--- config.mk ---
export PLATFORM = sky130hd
export DESIGN_NAME = latch_write_ctrl
export DESIGN_NICKNAME = d
export VERILOG_FILES = /design/src/rtl/latch_write_ctrl.sv
export SDC_FILE = /design/constraint.sdc
export NUM_CORES = 1
export LEC_CHECK = 0
export BUFFER_PORTS_ARGS = -buffer_cell sky130_fd_sc_hd__buf_2
export CAP_MARGIN = 20
export CORE_UTILIZATION = 54
export CTS_BUF_LIST = sky130_fd_sc_hd__clkbuf_4
export CTS_CLUSTER_SIZE = 10
export DETAILED_ROUTE_END_ITERATION = 8
export HOLD_SLACK_MARGIN = 0.15
export PLACE_DENSITY = 0.93
export SLEW_MARGIN = 5
export SYNTH_ARGS = -nofsm -noshare
export SYNTH_HDL_FRONTEND = slang
export SYNTH_SLANG_ARGS = --single-unit
--- constraint.sdc ---
create_clock -name Clock -period 3.05 [get_ports Clock]
set_clock_uncertainty 0.05 [all_clocks]
set_input_delay 0.1525 -clock Clock [delete_from_list [all_inputs] [get_ports Clock]]
set_output_delay 0.1525 -clock Clock [all_outputs]
set_load 0.005 [all_outputs]
--- src/rtl/latch_write_ctrl.sv ---
// latch_write_ctrl: sequences a single write into a level-sensitive latch bank.
// Each write runs through SETUP (data settles), PULSE (gate open) and HOLD
// (data held after gate closes). When HOLD ends, the controller reads the
// latch outputs back and reports whether they match the driven word.
module latch_write_ctrl #(
    parameter int WIDTH     = 8,
    parameter int SETUP_CYC = 1,
    parameter int PULSE_CYC = 2,
    parameter int HOLD_CYC  = 1
) (
    input  logic             Clock,
    input  logic             Reset,
    input  logic             Valid,
    input  logic [WIDTH-1:0] Data,
    output logic             Ready,
    output logic             Enable,
    output logic [WIDTH-1:0] D,
    input  logic [WIDTH-1:0] Q,
    output logic             Done,
    output logic             Error
);

    // Phase lengths stored as "cycles minus one" so the counter
    // expires when it reaches zero.
    localparam logic [3:0] SETUP_LOAD = 4'(SETUP_CYC - 1);
    localparam logic [3:0] PULSE_LOAD = 4'(PULSE_CYC - 1);
    localparam logic [3:0] HOLD_LOAD  = 4'(HOLD_CYC - 1);

    typedef enum logic [1:0] {
        ST_IDLE  = 2'd0,
        ST_SETUP = 2'd1,
        ST_PULSE = 2'd2,
        ST_HOLD  = 2'd3
    } state_t;

    state_t           state_q,  state_d;
    logic [3:0]       cnt_q,    cnt_d;
    logic [WIDTH-1:0] d_q,      d_d;
    logic             enable_q, enable_d;
    logic             ready_q,  ready_d;
    logic             done_q,   done_d;
    logic             error_q,  error_d;

    // Readback comparison between the latch outputs and the driven word.
    function automatic logic word_mismatch(input logic [WIDTH-1:0] a,
                                           input logic [WIDTH-1:0] b);
        return (a != b);
    endfunction

    // Next-state, phase counter and output computation.
    always_comb begin
        state_d  = state_q;
        cnt_d    = cnt_q;
        d_d      = d_q;
        error_d  = error_q;
        done_d   = 1'b0;

        case (state_q)
            ST_IDLE: begin
                if (Valid) begin
                    d_d     = Data;
                    state_d = ST_SETUP;
                    cnt_d   = SETUP_LOAD;
                end else begin
                    state_d = ST_IDLE;
                    cnt_d   = 4'd0;
                end
            end
            ST_SETUP: begin
                if (cnt_q == 4'd0) begin
                    state_d = ST_PULSE;
                    cnt_d   = PULSE_LOAD;
                end else begin
                    cnt_d   = cnt_q - 4'd1;
                end
            end
            ST_PULSE: begin
                if (cnt_q == 4'd0) begin
                    state_d = ST_HOLD;
                    cnt_d   = HOLD_LOAD;
                end else begin
                    cnt_d   = cnt_q - 4'd1;
                end
            end
            ST_HOLD: begin
                if (cnt_q == 4'd0) begin
                    state_d = ST_IDLE;
                    cnt_d   = 4'd0;
                    done_d  = 1'b1;
                    // Q is sampled on the same edge that leaves HOLD.
                    error_d = word_mismatch(Q, d_q);
                end else begin
                    cnt_d   = cnt_q - 4'd1;
                end
            end
            default: begin
                state_d = ST_IDLE;
                cnt_d   = 4'd0;
            end
        endcase

        // Outputs are registered from the next state so each one lines up
        // with the state it describes and comes straight off a flop.
        enable_d = (state_d == ST_PULSE);
        ready_d  = (state_d == ST_IDLE);
    end

    // State, counter and registered outputs; reset clears everything at once
    // so Enable drops without waiting for a clock edge.
    always_ff @(posedge Clock or posedge Reset) begin
        if (Reset) begin
            state_q  <= ST_IDLE;
            cnt_q    <= 4'd0;
            d_q      <= '0;
            enable_q <= 1'b0;
            ready_q  <= 1'b1;
            done_q   <= 1'b0;
            error_q  <= 1'b0;
        end else begin
            state_q  <= state_d;
            cnt_q    <= cnt_d;
            d_q      <= d_d;
            enable_q <= enable_d;
            ready_q  <= ready_d;
            done_q   <= done_d;
            error_q  <= error_d;
        end
    end

    assign Ready  = ready_q;
    assign Enable = enable_q;
    assign D      = d_q;
    assign Done   = done_q;
    assign Error  = error_q;

endmodule
==> flow_summary.ini <==
[global_routing]
grt_pass1_vias = 624
grt_first_pass_wirelength_mm = 2.80
track_usage = 0.215
grt_max_degree = 19
antenna_found_initial = 0
gr-total-overflow = 0

[clock_network]
cts_buffer_depth = 2
cts_tree = built
clockRootBuffer = clkbuf_4
numCtsBuffers = 3
clkSinkCount = 18
h-tree-depth = 1
clk-insertion-delay-late_ns = 0.28
clk_pin_slew_ns = 0.10
cts_resized = 0

[placement]
place_congestion = 0.718
place_inst = 111
dpl.hpwl_mm = 1.11
portBuffers = 30

[worst_setup_path]
cp_max_fo = 9
setup.worst_path.end_class = register
cp_slowest_stage_delay_ns = 0.38
criticalPathCategory = reg -> reg
worstPathRequired_ns = 3.22
startpoint = cnt_q[0]
arrival_ns = 1.70
rr_startpoint = cnt_q[0]
cp-start-kind = register
r2r_slack_ns = 1.52
cpMaxStageDelayCell = dfrtp_1
crit_chain = inv_1 -> ha_1 -> nor3b_4 -> and3_2 -> nor2_1 -> a21oi_1

[floorplanning]
chipHeight_um = 41.8
rows = 13
die_area_um2 = 1750
initial_core_util = 0.618
num_io_pins = 31
core_um2 = 1380
die_w_um = 41.8

[drt]
drc_errors = 0
ant_nets = 0
wl_per_cell_um = 12.9
viasPerCell = 5.13
wl_mm = 1.60
firstDrtPassIters = 6
drtIter0Drc = 3
route.vias.total = 636

[timing]
hold_viol = 0
slew_headroom = 0.568
rsz0062_at_grt = false
min_period_ns = 1.53
fmax_ghz = 0.655
setup_tns_ns = 0
finalCritPeriodShare = 0.501
max_slew.worst_pin.slew_ns = 0.648
hold-worst-slack_ns = 0.229
setup_viol = 0
slew_violations = 0

[synth]
synthCells = 67
synth_area_um2 = 855
avgSynthCellArea_um2 = 12.8
synthArstFlopShare = 1.00
synth_cell_type_count = 22
synth_edf_count = 0
yosysWarnings = 0
ys_seq_elements = 18
synth.net_count = 88
synth-main-ff-cell = dfrtp_1
seq_area_frac_synth = 0.529

[cells_and_area]
areaGrowthSynthToFinish_pct = 32.5
drive_gt1_frac = 0.431
num_antenna_cells = 0
layout.cells.non_filler = 124
fin_util = 0.819
fin_nets = 131

[run]
cap_viol_max_count = 0

[power]
leakagePower_nw = 0.546
power_density_nw_per_um2 = 925
power_switching_uw = 359
internal_power_uw = 688
ir_worst_vdd_v = 0.000599
p_comb_frac = 0.451
power.share.switching = 0.343
power.total_mw = 1.05
clkPwrFrac = 0.121
pwr-share-seq = 0.428

[worst_hold_path]
hp-start = Valid
worstHoldPathType = in -> reg

[status]
status = finished clean
==> cells by family (layout without fill, tap and decap cells) <==
| family | after synthesis | count (layout) | synth area share |
|---|---|---|---|
| AND/OR/NAND/NOR | 20 | 20 | 0.139 |
| AO/OA/AOI/OAI | 5 | 5 | 0.0337 |
| XOR/XNOR | 10 | 10 | 0.102 |
| buffers and inverters | 4 | 46 | 0.0264 |
| flip-flops | 18 | 18 | 0.529 |
| adder cells (fa/ha/maj) | 2 | 2 | 0.0293 |
| multiplexers | 8 | 8 | 0.141 |
==> final cells by class <==
cell class                 count  area, um^2
timing repair buffer          39         240
clock buffer                   4        30.0
sequential                    18         452
fill                          80         250
inverter                       3        11.3
tap                           15        18.8
multi-input combinational     45         380
==> worst max-delay path: cells and delay by family, from the launching register on <==
kind                     cells  cell delay (ns)
AO/OA/AOI/OAI                1             0.11
adder cells (fa/ha/maj)      1             0.18
buffers and inverters        1             0.10
flip-flops                   1             0.38
AND/OR/NAND/NOR              3             0.65
==> metal layers <==
layer / wire length (um) / part of all wire / track usage
met4: 28 / 0.018 / 0.0774
met1: 687 / 0.43 / 0.262
met3: 66 / 0.041 / 0.0391
met2: 814 / 0.51 / 0.378
met5: 0 / 0 / 0
==> power groups by stage <==
| stage | registers, mW | logic (mW) | clock network [mW] |
|---|---|---|---|
| after floorplan | 0.444 | 0.333 | 0 |
| after global placement | 0.443 | 0.443 | 0 |
| after detailed placement | 0.453 | 0.460 | 0 |
| after CTS | 0.448 | 0.473 | 0.129 |
| after global routing | 0.463 | 0.531 | 0.141 |
| final | 0.449 | 0.472 | 0.127 |
==> cells in the mapped netlist (2+ instances only) <==
library cell	number	area (um^2)
nor3_1	3	15.0
nor2_1	6	22.5
ha_1	2	25.0
xnor2_1	10	87.6
dfrtp_1	17	425
a21oi_1	2	10.0
nand2_1	2	7.51
inv_1	3	11.3
nand4_1	2	12.5
mux2_4	8	120
==> final timing paths <==
path                            end  cells past startpoint
max in group asynchronous  cnt_q[3]                      3
min reg2reg                   Error                      2
min                           Ready                      3
min in group asynchronous      D[1]                      3
max                           Error                      6
max reg2reg                   Error                      6
==> through the flow <==
step                cell area [um^2]  setup WS [ns]
finish                          1130           1.52
detailed placement              1010           1.55
CTS                             1130           1.52
global placement                1010           1.61
floorplan                        855           1.66
global route                    1130           1.39
==> sequential cells by signal, summed over array words and instances (netlist names) <==
name and flops:
D 8, Enable 1, Done 1, state_q 2, cnt_q 4, Ready 1, Error 1
==> layout by cell type (no fill, tap or decap), types with 2 or more instances in the layout <==
master,count
a21oi_1,2
buf_2,30
clkbuf_4,4
dfrtp_1,17
dlygate4sd3_1,9
ha_1,2
inv_1,3
mux2_4,8
nand2_1,2
nand4_1,2
nor2_1,6
nor3_1,3
xnor2_1,10
==> what timing repair did <==
action | in CTS | in global routing
setup endpoints to repair | 0 | 0
setup buffers | 0 | 0
hold buffers | 9 | 0
hold endpoints to repair | 25 | 0
(Power assumes the default switching activity.)
